$ cat src/rtl/barrel_pkg.sv
// Shared constants, direction encoding and bit-reversal helper for the
// barrel shifter.
package barrel_pkg;

    localparam int WIDTH   = 32;
    localparam int SHIFT_W = $clog2(WIDTH);

    typedef enum logic {
        DIR_RIGHT = 1'b0,
        DIR_LEFT  = 1'b1
    } dir_e;

    // Mirror a WIDTH-bit word so bit i moves to bit WIDTH-1-i.
    function automatic logic [WIDTH-1:0] bit_reverse(input logic [WIDTH-1:0] v);
        logic [WIDTH-1:0] r;
        for (int i = 0; i < WIDTH; i++) begin
            r[i] = v[WIDTH-1-i];
        end
        return r;
    endfunction

endpackage

$ cat src/rtl/barrel_stage.sv
// One log-shifter level: logical right shift by a fixed distance when enabled.
module barrel_stage #(
    parameter int WIDTH = 32,
    parameter int DIST  = 1
) (
    input  logic             i_en,
    input  logic [WIDTH-1:0] i_d,
    output logic [WIDTH-1:0] o_d
);

    // Zero-fill from the top; no sign extension.
    assign o_d = i_en ? (i_d >> DIST) : i_d;

endmodule

$ cat src/rtl/multifunctional_barrel_shifter.sv
// Registered 32-bit logical barrel shifter. Left shifts reuse the right-shift
// levels by mirroring the operand on the way in and the result on the way out.
module multifunctional_barrel_shifter
    import barrel_pkg::*;
(
    input  logic               clk,
    input  logic               rst,
    input  logic [WIDTH-1:0]   A,
    input  logic [SHIFT_W-1:0] shift,
    input  logic               L,
    output logic [WIDTH-1:0]   B
);

    dir_e             w_dir;
    logic [WIDTH-1:0] w_src;
    logic [WIDTH-1:0] w_core;
    logic [WIDTH-1:0] w_res;

    assign w_dir = dir_e'(L);
    assign w_src = (w_dir == DIR_LEFT) ? bit_reverse(A) : A;

    // Level k shifts right by 2^k when shift[k] is set.
    for (genvar k = 0; k < SHIFT_W; k++) begin : g_stage
        logic [WIDTH-1:0] w_in;
        logic [WIDTH-1:0] w_out;

        if (k == 0) begin : g_first
            assign w_in = w_src;
        end else begin : g_next
            assign w_in = g_stage[k-1].w_out;
        end

        barrel_stage #(
            .WIDTH (WIDTH),
            .DIST  (1 << k)
        ) u_stage (
            .i_en (shift[k]),
            .i_d  (w_in),
            .o_d  (w_out)
        );
    end

    assign w_core = g_stage[SHIFT_W-1].w_out;
    assign w_res  = (w_dir == DIR_LEFT) ? bit_reverse(w_core) : w_core;

    // Output register; synchronous reset takes priority over the datapath.
    always_ff @(posedge clk) begin
        if (rst) begin
            B <= '0;
        end else begin
            B <= w_res;
        end
    end

endmodule

$ cat config.mk
export PLATFORM = sky130hd
export DESIGN_NAME = multifunctional_barrel_shifter
export DESIGN_NICKNAME = d
export VERILOG_FILES = /design/src/rtl/barrel_pkg.sv /design/src/rtl/barrel_stage.sv /design/src/rtl/multifunctional_barrel_shifter.sv
export SDC_FILE = /design/constraint.sdc
export NUM_CORES = 1
export LEC_CHECK = 0
export CAP_MARGIN = 25
export CORE_UTILIZATION = 35
export DETAILED_ROUTE_END_ITERATION = 12
export GPL_TIMING_DRIVEN = 0
export PLACE_DENSITY_LB_ADDON = 0.25
export SYNTH_ARGS = -nofsm -noshare
export SYNTH_HDL_FRONTEND = slang
export SYNTH_SLANG_ARGS = --single-unit
$ cat constraint.sdc
create_clock -name clk -period 2.52 [get_ports clk]
set_input_delay 0.756 -clock clk [delete_from_list [all_inputs] [get_ports clk]]
set_output_delay 0.756 -clock clk [all_outputs]
set_load 0.01 [all_outputs]
# Yosys cells after proc, flatten, opt, wreduce, memory -nomap -nowiden
# Index checks and enable logic that the tools add are counted.
dict set report word_totals {
  ff_bits 32
  wordCells 8
  out_inout_bits 32
}
dict set report op_classes {
  muxes 7
}
# cell n
set ops {}
lappend ops {{32-bit two-way mux} 7}

# Logic depth before layout (Yosys ltp)
# Gate-level depths: netlist of run 1.
dict set report depth {
  ltp_word 7
  mapped_depth 10
}

# Cells and area by module
# From an unflattened synthesis of run 1, not the netlist that was laid out.
dict set report unflattened {
  hier_cells 316
  hier_area_um2 3897.5
}
# module area_each_um2 seq_area_each_um2 instances cells_each
set modules_own_cells {}
lappend modules_own_cells {multifunctional_barrel_shifter 1674.1 640.6 1 138}
lappend modules_own_cells {{barrel_stage at g_stage[0].u_stage} 535.5 0.0 1 36}
lappend modules_own_cells {{barrel_stage at g_stage[1].u_stage} 523.0 0.0 1 36}
lappend modules_own_cells {{barrel_stage at g_stage[2].u_stage} 503.0 0.0 1 36}
lappend modules_own_cells {{barrel_stage at g_stage[3].u_stage} 354.1 0.0 1 35}
lappend modules_own_cells {{barrel_stage at g_stage[4].u_stage} 307.8 0.0 1 35}

# Least setup slack after synthesis of run 1
# OpenSTA, ideal clock, no wires.
dict set report synth_path {
  path_kind {input-to-reg}
  startpoint {input L}
  endpoint {register B[17]}
  arrival_ps 2512
  path_buffers 2
  path_slack_ps -109
  stages 8
  setup_ps 117
  path_cell_list {buf_6 -> buf_12 -> mux4_2 -> mux2_4 -> mux2i_4 -> nor2_1 -> or3_1 -> a22o_1}
}
dict set report synth_via {
  elab_chain_len 7
}
# element line_no
set synth_rtl {}
lappend synth_rtl {{start: declaration} multifunctional_barrel_shifter.sv:10} ;# input logic L,
lappend synth_rtl {{32-bit two-way mux} multifunctional_barrel_shifter.sv:20} ;# assign w_src = (w_dir == DIR_LEFT) ? bit_reverse(A) : A;
lappend synth_rtl {{32-bit two-way mux (5 in a row)} barrel_stage.sv:12} ;# assign o_d = i_en ? (i_d >> DIST) : i_d;
lappend synth_rtl {{32-bit two-way mux (*)} multifunctional_barrel_shifter.sv:44} ;# assign w_res = (w_dir == DIR_LEFT) ? bit_reverse(w_core) : w_core;
lappend synth_rtl {{end signal: assignment} multifunctional_barrel_shifter.sv:51} ;# B <= w_res;
lappend synth_rtl {{end: declaration} multifunctional_barrel_shifter.sv:11} ;# output logic [WIDTH-1:0] B
# Every way passes the cells marked *; elsewhere a longest branch is shown, timed or not.
# A chain may end at the register's enable or synchronous reset.

# Worst setup path after layout of run 1
dict set report layout_path {
  startpoint {input shift[4]}
  endpoint {register B[27]}
}
dict set report layout_via {
  elab_chain_len 2
}
# element line_no
set layout_rtl {}
lappend layout_rtl {{start: declaration} multifunctional_barrel_shifter.sv:9} ;# input logic [SHIFT_W-1:0] shift,
lappend layout_rtl {{32-bit two-way mux} barrel_stage.sv:12}
lappend layout_rtl {{32-bit two-way mux} multifunctional_barrel_shifter.sv:44}
# No other way between the ends.

==> flow_summary.rst, run 1 <==
.. list-table::
   :header-rows: 1

   * - Metric
     - Value
   * - Critical-path cell list
     - clkdlybuf4s50_1, clkbuf_4, nand2_1, a2111oi_2, o31ai_1, o41a_1, o22ai_1
   * - Switching power as a share of total power
     - 35.68%
   * - Hold buffer count at CTS
     - 0
   * - Leakage power
     - 1.863 nW
   * - DRT Pass-1 Iters
     - 5
   * - Detailed-route wire length per cell
     - 21.68 um
   * - Number of DRC violations after detailed-routing iteration 0
     - 431
   * - Sequential share of the synthesized area
     - 18.91%
   * - Placed Instances
     - 583
   * - Aggregate global routing overflow
     - 0
   * - Count of buffering cells on the critical path with inverters included
     - 2
   * - Rel. slew slack
     - 50.83%
   * - Peak per-stage delay on the critical path
     - 0.57 ns
   * - Number of distinct standard cells referenced by the synthesized netlist
     - 60
   * - Predominant post-synthesis flop cell
     - dfxtp_1
   * - Top register by number of flip-flops
     - B
   * - Fmax achieved
     - 394.3 MHz
   * - Pin count of the biggest net entering global routing
     - 11
   * - Dominant cell type by area after synthesis
     - dfxtp_1
   * - Width of the chip
     - 100.4 um
   * - Antenna cell count
     - 0
   * - Total half-perimeter wirelength after legalization and detailed placement
     - 9976 um
   * - Max_cap viols
     - 0
   * - Status
     - complete, but fails checks
   * - Maximum vdd drop
     - 0.0002094 V
   * - Number of synthesized flops with an enable pin
     - 0
   * - Pins over their slew limit
     - 0
   * - Ports placed on the boundary
     - 72
   * - Met1 track utilization from global routing
     - 35.46%
   * - Fraction of power consumed by combinational cells
     - 48.0%
   * - Cell types with the largest area share after synthesis
     - dfxtp_1, mux2i_1, mux4_2
   * - Global-route usage over all layers
     - 25.92%
   * - Routability-driven placement congestion ratio
     - 0.9738
   * - Sort of element at the end of the critical path
     - register
   * - Class of the most critical setup path
     - primary input to register
   * - Cell internal pwr
     - 1.277 mW
   * - Worst setup slack after layout
     - -0.01599 ns
   * - CTS Root Cell
     - clkbuf_8
   * - Most numerous cell types in the synthesized netlist
     - nand2_1, mux2i_1, nor2_1
   * - Clock input transition at the sequential cells of the worst setup and hold paths
     - 0.07 ns
   * - Critical Path Start Type
     - primary input
   * - Met3 usage in global routing
     - 4.039%
   * - Wire length of the first global-routing pass
     - 19940 um
   * - Via total after detailed routing
     - 3803
   * - Worst-margin pin slew
     - 0.7375 ns
   * - Most common cell in the netlist
     - nand2_1
   * - Flip-flop count of the largest register after layout
     - 32
   * - Final period demand of the worst path
     - 2.536 ns
   * - CTS buffer count
     - 5
   * - Max H-tree Level
     - 2
   * - Violations in the final reports
     - negative setup slack
   * - Pwr Density
     - 415.3 nW/um2
   * - Routed via count divided by cell count
     - 6.349
   * - Signed area change from the synthesized netlist to the final layout
     - 41.19%
   * - Biggest regs
     - B x32
   * - Critical path data required time
     - 2.72 ns
   * - Die Y
     - 100.4 um
   * - Part of the power in the clock network
     - 24.0%
   * - Number of remaining DRC errors
     - 0
   * - Fill cell instance count of the final layout
     - 902
   * - Total net switching power
     - 0.7085 mW
   * - Post-Route Utilization
     - 51.27%
   * - Share of the synthesized area in the top cell type
     - 18.91%
   * - Number of nets in the final layout
     - 509
   * - Worst min-delay path category
     - primary input to register
   * - Starting utilization of the core area
     - 36.31%
   * - Fraction of synthesis flops using an asynchronous set or reset pin
     - 0%
   * - Hold Vio Cnt, Final
     - 0
   * - Setup violation total in the final timing report
     - 1
   * - Area of all sequential standard cells
     - 640.6 um2
   * - CTS tree
     - built
   * - Die area
     - 10070 um2
   * - Slowest cell on the critical path
     - clkdlybuf4s50_1
   * - Clock tree buffer depth
     - 2
   * - Largest fanout of any net on the critical path
     - 10
   * - Core Region
     - 9328 um2
   * - CTS sink cnt
     - 32
   * - Number of placement rows
     - 35
   * - Number of antenna-violating nets in the routed design
     - 0
   * - Worst path arrival time
     - 2.74 ns
   * - Sequential share of power
     - 27.9%
   * - Antenna violations before repair
     - 0
   * - Footprint of the multi-input gates
     - 2854 um2
   * - Met2 Track Usage GR
     - 41.04%
   * - Grt peak-use layer
     - met2
   * - Dominant delay contributor by cell family on the critical path
     - compound AO/OA/AOI/OAI gates
   * - Via count of the first global-routing pass
     - 3559
   * - Total routed wirelength
     - 12990 um
   * - Post-Syn Nets
     - 426
   * - Number of cells in the finished layout apart from fillers
     - 599
   * - Number of input and output port buffers inserted
     - 68
   * - Final worst path period share
     - 100.6%
   * - Netlist area before placement
     - 3387 um2
   * - Cells after Synth
     - 386
   * - Share of post-route cells with drive strength above 1
     - 30.85%
   * - Post-Synthesis Mean Instance Area
     - 8.775 um2
   * - Setup repair after global routing missed its margin
     - true
   * - Flip-flop and latch count after synthesis
     - 32
   * - Ys Warns
     - 0
[area by class of cell]
class | count | area share, %
plain buffers | 33 | 5.651
clock buffers | 6 | 1.518
repair buffers | 77 | 15.25
flip-flops and latches | 32 | 13.40
well taps | 129 | 3.375
inverters | 4 | 0.3925
multi-input cells | 316 | 59.68
clock inverters | 2 | 0.7326
[power by group through the flow]
| stage | Clock [mW] | Combinational [mW] | Sequential (mW) |
|---|---|---|---|
| after floorplan | 0 | 0.477 | 0.588 |
| final | 0.477 | 0.954 | 0.555 |
| after global routing | 0.508 | 1.00 | 0.558 |
| after detailed placement | 0 | 0.810 | 0.567 |
| after global placement | 0 | 0.808 | 0.566 |
| after CTS | 0.481 | 0.887 | 0.556 |
[layout by cell type, fill, tap and decap left out, drive strengths merged, types with 4 or more instances in the layout]
cell / netlist / final
o221ai: 4 / 4
or3: 4 / 4
dlygate4sd2: 0 / 4
o22ai: 24 / 24
clkdlybuf4s50: 0 / 36
o21ai: 13 / 13
a21oi: 18 / 18
nor3: 12 / 12
dfxtp: 32 / 32
a22oi: 14 / 14
mux2: 20 / 20
a221oi: 5 / 5
mux2i: 42 / 42
buf: 18 / 25
mux4: 22 / 22
a211oi: 7 / 7
nor2: 35 / 35
dlymetal6s2s: 0 / 12
clkdlybuf4s15: 0 / 7
nand2b: 5 / 5
clkbuf: 16 / 32
nor4: 4 / 4
nand2: 42 / 42
[through the flow]
stage | total power, mW | TNS (ns) | hold slack, ns | instance area, um2 | setup slack (ns)
after floorplan | 1.066 | -0.2358 | 0.9470 | 3411 | -0.1021
after global placement | 1.374 | -20.09 | 1.394 | 4253 | -0.8364
after detailed placement | 1.377 | -20.69 | 1.396 | 4253 | -0.8378
after CTS | 1.924 | 0 | 1.102 | 4599 | 0.004148
after global routing | 2.070 | -0.1058 | 1.067 | 4782 | -0.04016
final | 1.986 | -0.01599 | 1.026 | 4782 | -0.01599
[final timing paths]
check,to,start,cells after the start,slack [ns]
worst min-delay path,B[0]$_SDFF_PP0_,shift[3],4,1.03
worst max-delay path,B[27]$_SDFF_PP0_,shift[4],7,-0.02
[routing by layer]
metal	part of all wire (%)	wire (um)
met3	8.1	1046
met4	3.3	425
met2	46	5993
met1	43	5524
met5	0	0
[what timing repair did]
action | CTS | global route
setup buffers | 6 | 3
resized for setup | 73 | 74
setup endpoints to repair | 32 | 32
pin swaps | 7 | 5
[cell families (layout without fill, tap and decap cells)]
logic type                Yosys count  after routing  share of synthesized area, %
DFF                                32             32                         18.91
buffers and inverters              38            122                         7.018
muxes                              84             84                         34.58
AOI/OAI and AO/OA                 114            114                         23.49
xor gates and xnor gates            1              1                        0.2586
and+or+nand+nor                   117            117                         15.74
Power figures use the tool's default switching activity.
==> run 2: changes to the inputs <==
--- a/config.mk
+++ b/config.mk
@@ -6,6 +6,7 @@
 export NUM_CORES = 1
 export LEC_CHECK = 0
 export CAP_MARGIN = 25
+export CORE_MARGIN = 10
 export CORE_UTILIZATION = 35
 export DETAILED_ROUTE_END_ITERATION = 12
 export GPL_TIMING_DRIVEN = 0
==> run 2 against run 1 <==
The run now ends clean. Sequential power about the same. Largest power group unchanged. Sequential share of layout area down 0.094 points. Flip-flop and latch count unchanged. Hold slack worse by 0.0031 ns. Total power up 1.6%. Largest cell class unchanged. Count of clock-buffer cells in the layout unchanged. Critical endpoint is now B[9]$_SDFF_PP0_. Critical path depth up 1.
==> flow_summary.rst, run 2 (synthesized netlist as in run 1, its figures left out) <==
.. list-table::
   :header-rows: 1

   * - Metric
     - Value
   * - Status
     - complete, no violations
   * - Cell repeated most along the worst path
     - a21oi_1
   * - Worst path arrival time
     - 2.66 ns (-0.08 ns)
   * - CTS tree
     - built
   * - Setup repair after global routing missed its margin
     - true
   * - Max_cap viols
     - 0 (unchanged)
   * - Number of input and output port buffers inserted
     - 68 (unchanged)
   * - Biggest regs
     - B x32
   * - Critical Path Start Type
     - primary input
   * - Number of antenna-violating nets in the routed design
     - 0 (unchanged)
   * - DRT Pass-1 Iters
     - 5 (unchanged)
   * - CTS buffer count
     - 5 (unchanged)
   * - Ports placed on the boundary
     - 72 (unchanged)
   * - Number of DRC violations after detailed-routing iteration 0
     - 421 (-2.3%)
   * - Worst-margin pin slew
     - 0.7397 ns (+0.002182 ns)
   * - Area of all sequential standard cells
     - 640.6 um2 (unchanged)
   * - Peak per-stage delay on the critical path
     - 0.68 ns (+0.11 ns)
   * - Hold Vio Cnt, Final
     - 0 (unchanged)
   * - Final period demand of the worst path
     - 2.509 ns (-0.02660 ns)
   * - Fill cell instance count of the final layout
     - 891 (-1.2%)
   * - Maximum vdd drop
     - 0.0002246 V (+7.2%)
   * - Setup violation total in the final timing report
     - 0 (-1)
   * - Slowest cell on the critical path
     - mux4_4
   * - Sort of element at the end of the critical path
     - register
   * - Class of the most critical setup path
     - primary input to register
   * - Die Y
     - 118.4 um (+18%)
   * - Top register by number of flip-flops
     - B
   * - Pin count of the biggest net entering global routing
     - 11 (unchanged)
   * - Footprint of the multi-input gates
     - 2903 um2 (+1.7%)
   * - Pwr Density
     - 418.8 nW/um2 (+0.84%)
   * - Antenna cell count
     - 0 (unchanged)
   * - Via total after detailed routing
     - 3794 (-0.24%)
   * - Largest fanout of any net on the critical path
     - 4 (-6)
   * - Critical path data required time
     - 2.67 ns (-0.05 ns)
   * - Die area
     - 14010 um2 (+39%)
   * - Pins over their slew limit
     - 0 (unchanged)
   * - Global-route usage over all layers
     - 19.35% (-6.6 points)
   * - Critical-path cell list
     - clkdlybuf4s15_1, mux4_4, mux2_4, mux2i_4, buf_6, nor3_1, a21oi_1, a21oi_1
   * - Flip-flop count of the largest register after layout
     - 32 (unchanged)
   * - Most used cells in the layout excluding fill and tap cells
     - clkdlybuf4s50_1, nand2_1, dfxtp_1, nor2_1, mux2i_1
   * - Core Region
     - 9328 um2 (unchanged)
   * - Detailed-route wire length per cell
     - 23.75 um (+9.5%)
   * - CTS Root Cell
     - clkbuf_8
   * - Clock tree buffer depth
     - 2 (unchanged)
   * - CTS sink cnt
     - 32 (unchanged)
   * - Share of post-route cells with drive strength above 1
     - 33.40% (+2.6 points)
   * - Routability-driven placement congestion ratio
     - 0.9864 (+1.3%)
   * - Number of nets in the final layout
     - 506 (-0.59%)
   * - Total routed wirelength
     - 14160 um (+9.0%)
   * - Leakage power
     - 1.823 nW (-2.1%)
   * - Smallest hold slack
     - 1.023 ns (-0.003070 ns)
   * - Rel. slew slack
     - 50.51% (-0.33 points)
   * - Aggregate global routing overflow
     - 0 (unchanged)
   * - Fmax achieved
     - 398.5 MHz (+1.1%)
   * - Number of cells in the finished layout apart from fillers
     - 596 (-0.50%)
   * - Number of placement rows
     - 35 (unchanged)
   * - Signed area change from the synthesized netlist to the final layout
     - 42.19%
   * - Final worst path period share
     - 99.58% (-1.1 points)
   * - Worst min-delay path category
     - primary input to register
   * - Most frequent standard cell in the layout excluding fill and tap cells
     - clkdlybuf4s50_1
   * - Starting utilization of the core area
     - 36.31% (unchanged)
   * - Placed Instances
     - 583 (unchanged)
   * - Hold buffer count at CTS
     - 0 (unchanged)
   * - Number of remaining DRC errors
     - 0 (unchanged)
   * - Routed via count divided by cell count
     - 6.366 (+0.27%)
   * - Antenna violations before repair
     - 0 (unchanged)
   * - Via count of the first global-routing pass
     - 3765 (+5.8%)
   * - Max H-tree Level
     - 2 (unchanged)
   * - Clock input transition at the sequential cells of the worst setup and hold paths
     - 0.07 ns (about the same)
   * - Wire length of the first global-routing pass
     - 22110 um (+11%)
   * - Count of buffering cells on the critical path with inverters included
     - 2 (unchanged)
   * - Dominant delay contributor by cell family on the critical path
     - multiplexers
   * - Total half-perimeter wirelength after legalization and detailed placement
     - 11190 um (+12%)
   * - Width of the chip
     - 118.4 um (+18%)
[run 2: cell count changes in the layout (fill, tap and decap cells not counted), moves of 3 or more]
| cell | previous run | this run |
|---|---|---|
| nand2_1 | 40 | 37 |
| nand2_2 | 1 | 4 |
| dlygate4sd2_1 | 4 | 9 |
| buf_4 | 15 | 9 |
| mux2i_2 | 3 | 7 |
| a22oi_2 | 1 | 5 |
| mux2i_1 | 33 | 30 |
| clkbuf_2 | 16 | 13 |
| a22oi_1 | 13 | 9 |
[run 2: routing by layer]
metal  global-route usage, %  vias to the layer above  routed length, um
met5                       0                        -                  0
met4                   4.885                        0                376
met3                   4.807                       29               1471
met2                   30.11                      216               6460
met1                   26.12                     1869               5849
li1                        -                     1680                  -
[run 2: worst paths after layout]
kind,from,endpoint,slack [ns],depth (start not counted)
setup / recovery,A[21],B[9]$_SDFF_PP0_,0.01,8
hold / removal,shift[3],B[0]$_SDFF_PP0_,1.02,4
[run 2: tightest hold or removal path, cell delays in order]
cell	delay, ns
buf_4	0.15
nand2_4	0.16
o31ai_1	0.09
a21oi_1	0.11
[run 2: metrics by stage]
stage	instance area (um2)	setup slack, ns	setup TNS (ns)	utilization, %	power, mW
2_1_floorplan	3411	-0.1021	-0.2358	-	1.066
3_3_place_gp	4253	-0.9116	-23.71	45.59	1.394
3_5_place_dp	4253	-0.8713	-22.71	45.59	1.395
4_1_cts	4547	-0.009313	-0.009677	48.75	1.927
5_1_grt	4816	-0.01783	-0.07556	51.63	2.106
6_report	4816	0.01061	0	51.63	2.017
[run 2: area by class of cell]
class | count | area share, %
plain buffers | 33 | 5.612
repair buffers | 74 | 14.84
multi-input cells | 316 | 60.28
clock inverters | 2 | 0.7275
well taps | 129 | 3.352
inverters | 4 | 0.3897
flip-flops and latches | 32 | 13.30
clock buffers | 6 | 1.507
[run 2: power breakdown]
part           internal, mW  switching, mW  leakage, nW
combinational         0.444          0.535         1.50
clock                 0.293          0.189       0.0552
sequential            0.546        0.00914        0.263
[run 2: what timing repair did]
| item | 4_1_cts | 5_1_grt |
|---|---|---|
| gates cloned | 0 | 0 |
| setup endpoints to repair | 32 | 30 |
| pin swaps | 6 | 7 |
| resized for setup | 75 | 76 |
| hold endpoints to repair | 0 | 0 |
| buffers inserted | 2 | 4 |
==> run 3: changes to the inputs <==
==> constraint.sdc (replaced) <==
create_clock -name clk -period 2.3 [get_ports clk]
set_input_delay 0.69 -clock clk [delete_from_list [all_inputs] [get_ports clk]]
set_output_delay 0.69 -clock clk [all_outputs]
set_load 0.01 [all_outputs]
==> run 3 against run 2 <==
The run now ends with negative setup slack left. Count of clock-buffer cells in the layout unchanged. Global-route usage increased by 0.24 points. Non-clock buffer count grew 15. Final area rose by 4.5%. Via count grew 2.9%. Critical path depth fell by 1. First-iteration DRC count down 5.7%. Core utilization grew 2.3 points. Worst setup slack got worse by 0.065 ns. Sequential share of layout area fell by 0.58 points. Die area stayed put. Hold slack got worse by 0.061 ns.
==> flow_summary.rst, run 3 (synthesized netlist as in run 1, its figures left out) <==
.. list-table::
   :header-rows: 1

   * - Metric
     - Value
   * - Aggregate global routing overflow
     - 0 (unchanged)
   * - Area of all placed cells without fillers
     - 5034 um2 (+4.5%)
   * - Worst setup slack after layout
     - -0.05486 ns (-0.06547 ns)
   * - Worst path arrival time
     - 2.53 ns (-0.13 ns)
   * - Setup repair after global routing missed its margin
     - true
   * - CTS Root Cell
     - clkbuf_8
   * - Total chip power
     - 2.273 mW (+13%)
   * - Largest fanout of any net on the critical path
     - 5 (+1)
   * - Pin count of the biggest net entering global routing
     - 11 (unchanged)
   * - Leakage power
     - 1.863 nW (+2.2%)
   * - Routability-driven placement congestion ratio
     - 0.9967 (+1.0%)
   * - Via count of the first global-routing pass
     - 3925 (+4.2%)
   * - Clock tree buffer depth
     - 2 (unchanged)
   * - Final worst path period share
     - 102.4%
   * - Status
     - complete, but fails checks
   * - Global-route usage over all layers
     - 19.59% (+0.24 points)
   * - Ports placed on the boundary
     - 72 (unchanged)
   * - Destination of the critical timing path
     - B[17]$_SDFF_PP0_
   * - CTS buffer count
     - 5 (unchanged)
   * - Max_cap viols
     - 0 (unchanged)
   * - Placement Setup Slack
     - -1.085 ns (-0.2138 ns)
   * - Violations in the final reports
     - negative setup slack
   * - Critical path data required time
     - 2.48 ns (-0.19 ns)
   * - Number of nets in the final layout
     - 521 (+3.0%)
   * - Critical Path Start Type
     - primary input
   * - Sort of element at the end of the critical path
     - register
   * - Width of the chip
     - 118.4 um (unchanged)
   * - Fmax achieved
     - 424.7 MHz
   * - Total routed wirelength
     - 14260 um (+0.73%)
   * - Die area
     - 14010 um2 (unchanged)
   * - DP Area
     - 4289 um2 (+0.85%)
   * - Final period demand of the worst path
     - 2.355 ns
   * - Antenna violations before repair
     - 0 (unchanged)
   * - Pwr Density
     - 451.7 nW/um2 (+7.8%)
   * - Pins over their slew limit
     - 0 (unchanged)
   * - Number of antenna-violating nets in the routed design
     - 0 (unchanged)
   * - Top register by number of flip-flops
     - B
   * - Core Region
     - 9328 um2 (unchanged)
   * - Worst-margin pin slew
     - 0.7455 ns (+0.005766 ns)
   * - Peak per-stage delay on the critical path
     - 0.50 ns (-0.18 ns)
   * - Setup tns final
     - -0.2756 ns (-0.2756 ns)
   * - Biggest regs
     - B x32
   * - Sequential share of power
     - 26.7% (-0.8 points)
   * - Die Y
     - 118.4 um (unchanged)
   * - Number of DRC violations after detailed-routing iteration 0
     - 397 (-5.7%)
   * - Via total after detailed routing
     - 3904 (+2.9%)
   * - Signed area change from the synthesized netlist to the final layout
     - 48.61%
   * - DRT Pass-1 Iters
     - 5 (unchanged)
   * - Rel. slew slack
     - 50.30% (-0.20 points)
   * - CTS tree
     - built
   * - Launching instance or port of the critical path
     - A[24]
   * - Total half-perimeter wirelength after legalization and detailed placement
     - 11130 um (-0.54%)
   * - Number of remaining DRC errors
     - 0 (unchanged)
   * - Routed via count divided by cell count
     - 6.390 (+0.37%)
   * - CTS sink cnt
     - 32 (unchanged)
   * - Maximum vdd drop
     - 0.0002550 V (+14%)
   * - Slowest cell on the critical path
     - mux4_2
   * - Worst min-delay path category
     - primary input to register
   * - Cell internal pwr
     - 1.457 mW (+14%)
   * - Post-Route Utilization
     - 53.96% (+2.3 points)
   * - Switching power as a share of total power
     - 35.90% (-0.48 points)
   * - Share of post-route cells with drive strength above 1
     - 38.38% (+5.0 points)
   * - Antenna cell count
     - 0 (unchanged)
   * - Number of input and output port buffers inserted
     - 68 (unchanged)
   * - Critical-path cell list
     - clkdlybuf4s15_1, mux4_2, mux2_4, mux2i_4, nor2_1, or3_4, a22o_1
   * - Most frequent standard cell in the layout excluding fill and tap cells
     - nand2_1
   * - Total net switching power
     - 0.8162 mW (+11%)
   * - Most used cells in the layout excluding fill and tap cells
     - nand2_1, clkdlybuf4s50_1, dfxtp_1
   * - Fraction of power consumed by combinational cells
     - 50.5% (+1.9 points)
   * - Wire length of the first global-routing pass
     - 22430 um (+1.4%)
   * - Max H-tree Level
     - 2 (unchanged)
   * - Part of the power in the clock network
     - 22.7% (-1.2 points)
   * - Number of placement rows
     - 35 (unchanged)
   * - Class of the most critical setup path
     - primary input to register
   * - Detailed-route wire length per cell
     - 23.34 um (-1.7%)
   * - Clock input transition at the sequential cells of the worst setup and hold paths
     - 0.07 ns (about the same)
   * - Hold Vio Cnt, Final
     - 0 (unchanged)
   * - Starting utilization of the core area
     - 36.31% (unchanged)
   * - Flip-flop count of the largest register after layout
     - 32 (unchanged)
   * - Setup violation total in the final timing report
     - 12 (+12)
run 3: timing repair:
| action | 4_1_cts | 5_1_grt |
|---|---|---|
| cloned | 1 | 0 |
| buffers inserted | 21 | 0 |
| pin swaps | 21 | 6 |
| setup endpoints to repair | 32 | 30 |
| gates resized for setup | 178 | 21 |
| hold buffers | 0 | 0 |
run 3: power by group through the flow:
| stage | clock (mW) | sequential, mW | combinational, mW |
|---|---|---|---|
| CTS | 0.522 | 0.609 | 1.10 |
| global placement | 0 | 0.619 | 0.919 |
| finish | 0.517 | 0.608 | 1.15 |
| floorplan | 0 | 0.645 | 0.535 |
| detailed placement | 0 | 0.621 | 0.917 |
| global route | 0.548 | 0.613 | 1.21 |
run 3: layout make-up:
type | count | area (um2)
Fill cell | 891 | 4294
Multi-Input combinational cell | 316 | 2984
Timing Repair Buffer | 90 | 824.5
Sequential cell | 32 | 640.6
Buffer | 32 | 296.5
Tap cell | 129 | 161.4
Clock buffer | 6 | 72.57
Clock inverter | 2 | 35.03
Inverter | 4 | 18.77
run 3: through the flow:
step	hold slack, ns	cells
6_report	0.9618	611
3_5_place_dp	1.339	583
4_1_cts	0.9499	611
2_1_floorplan	0.8810	386
5_1_grt	1.019	611
3_3_place_gp	1.335	583
run 3: layer usage:
layer	wire length [um]	vias up	track usage [%]	part of all wire (%)
met1	5847	1930	24.32	41
met5	0	-	0	0
met4	417	0	6.412	2.9
met2	6874	225	33.41	48
met3	1121	51	3.522	7.9
li1	-	1698	-	-
run 3: how the worst min path moves through the flow:
stage,startpoint,end,slack (ns),depth (start not counted)
2_1_floorplan,rst,B[3]$_SDFF_PP0_,0.88,3
3_3_place_gp,shift[3],B[18]$_SDFF_PP0_,1.34,4
3_5_place_dp,shift[3],B[18]$_SDFF_PP0_,1.34,4
4_1_cts,shift[3],B[0]$_SDFF_PP0_,0.95,4
5_1_grt,shift[3],B[0]$_SDFF_PP0_,1.02,4
6_report,shift[3],B[0]$_SDFF_PP0_,0.96,4
run 3: critical path, delay by kind of cell:
family          cells  cell delay (ns)
mux                 3             0.96
simple gates        2             0.40
compound gates      1             0.23
buf+inv             1             0.25
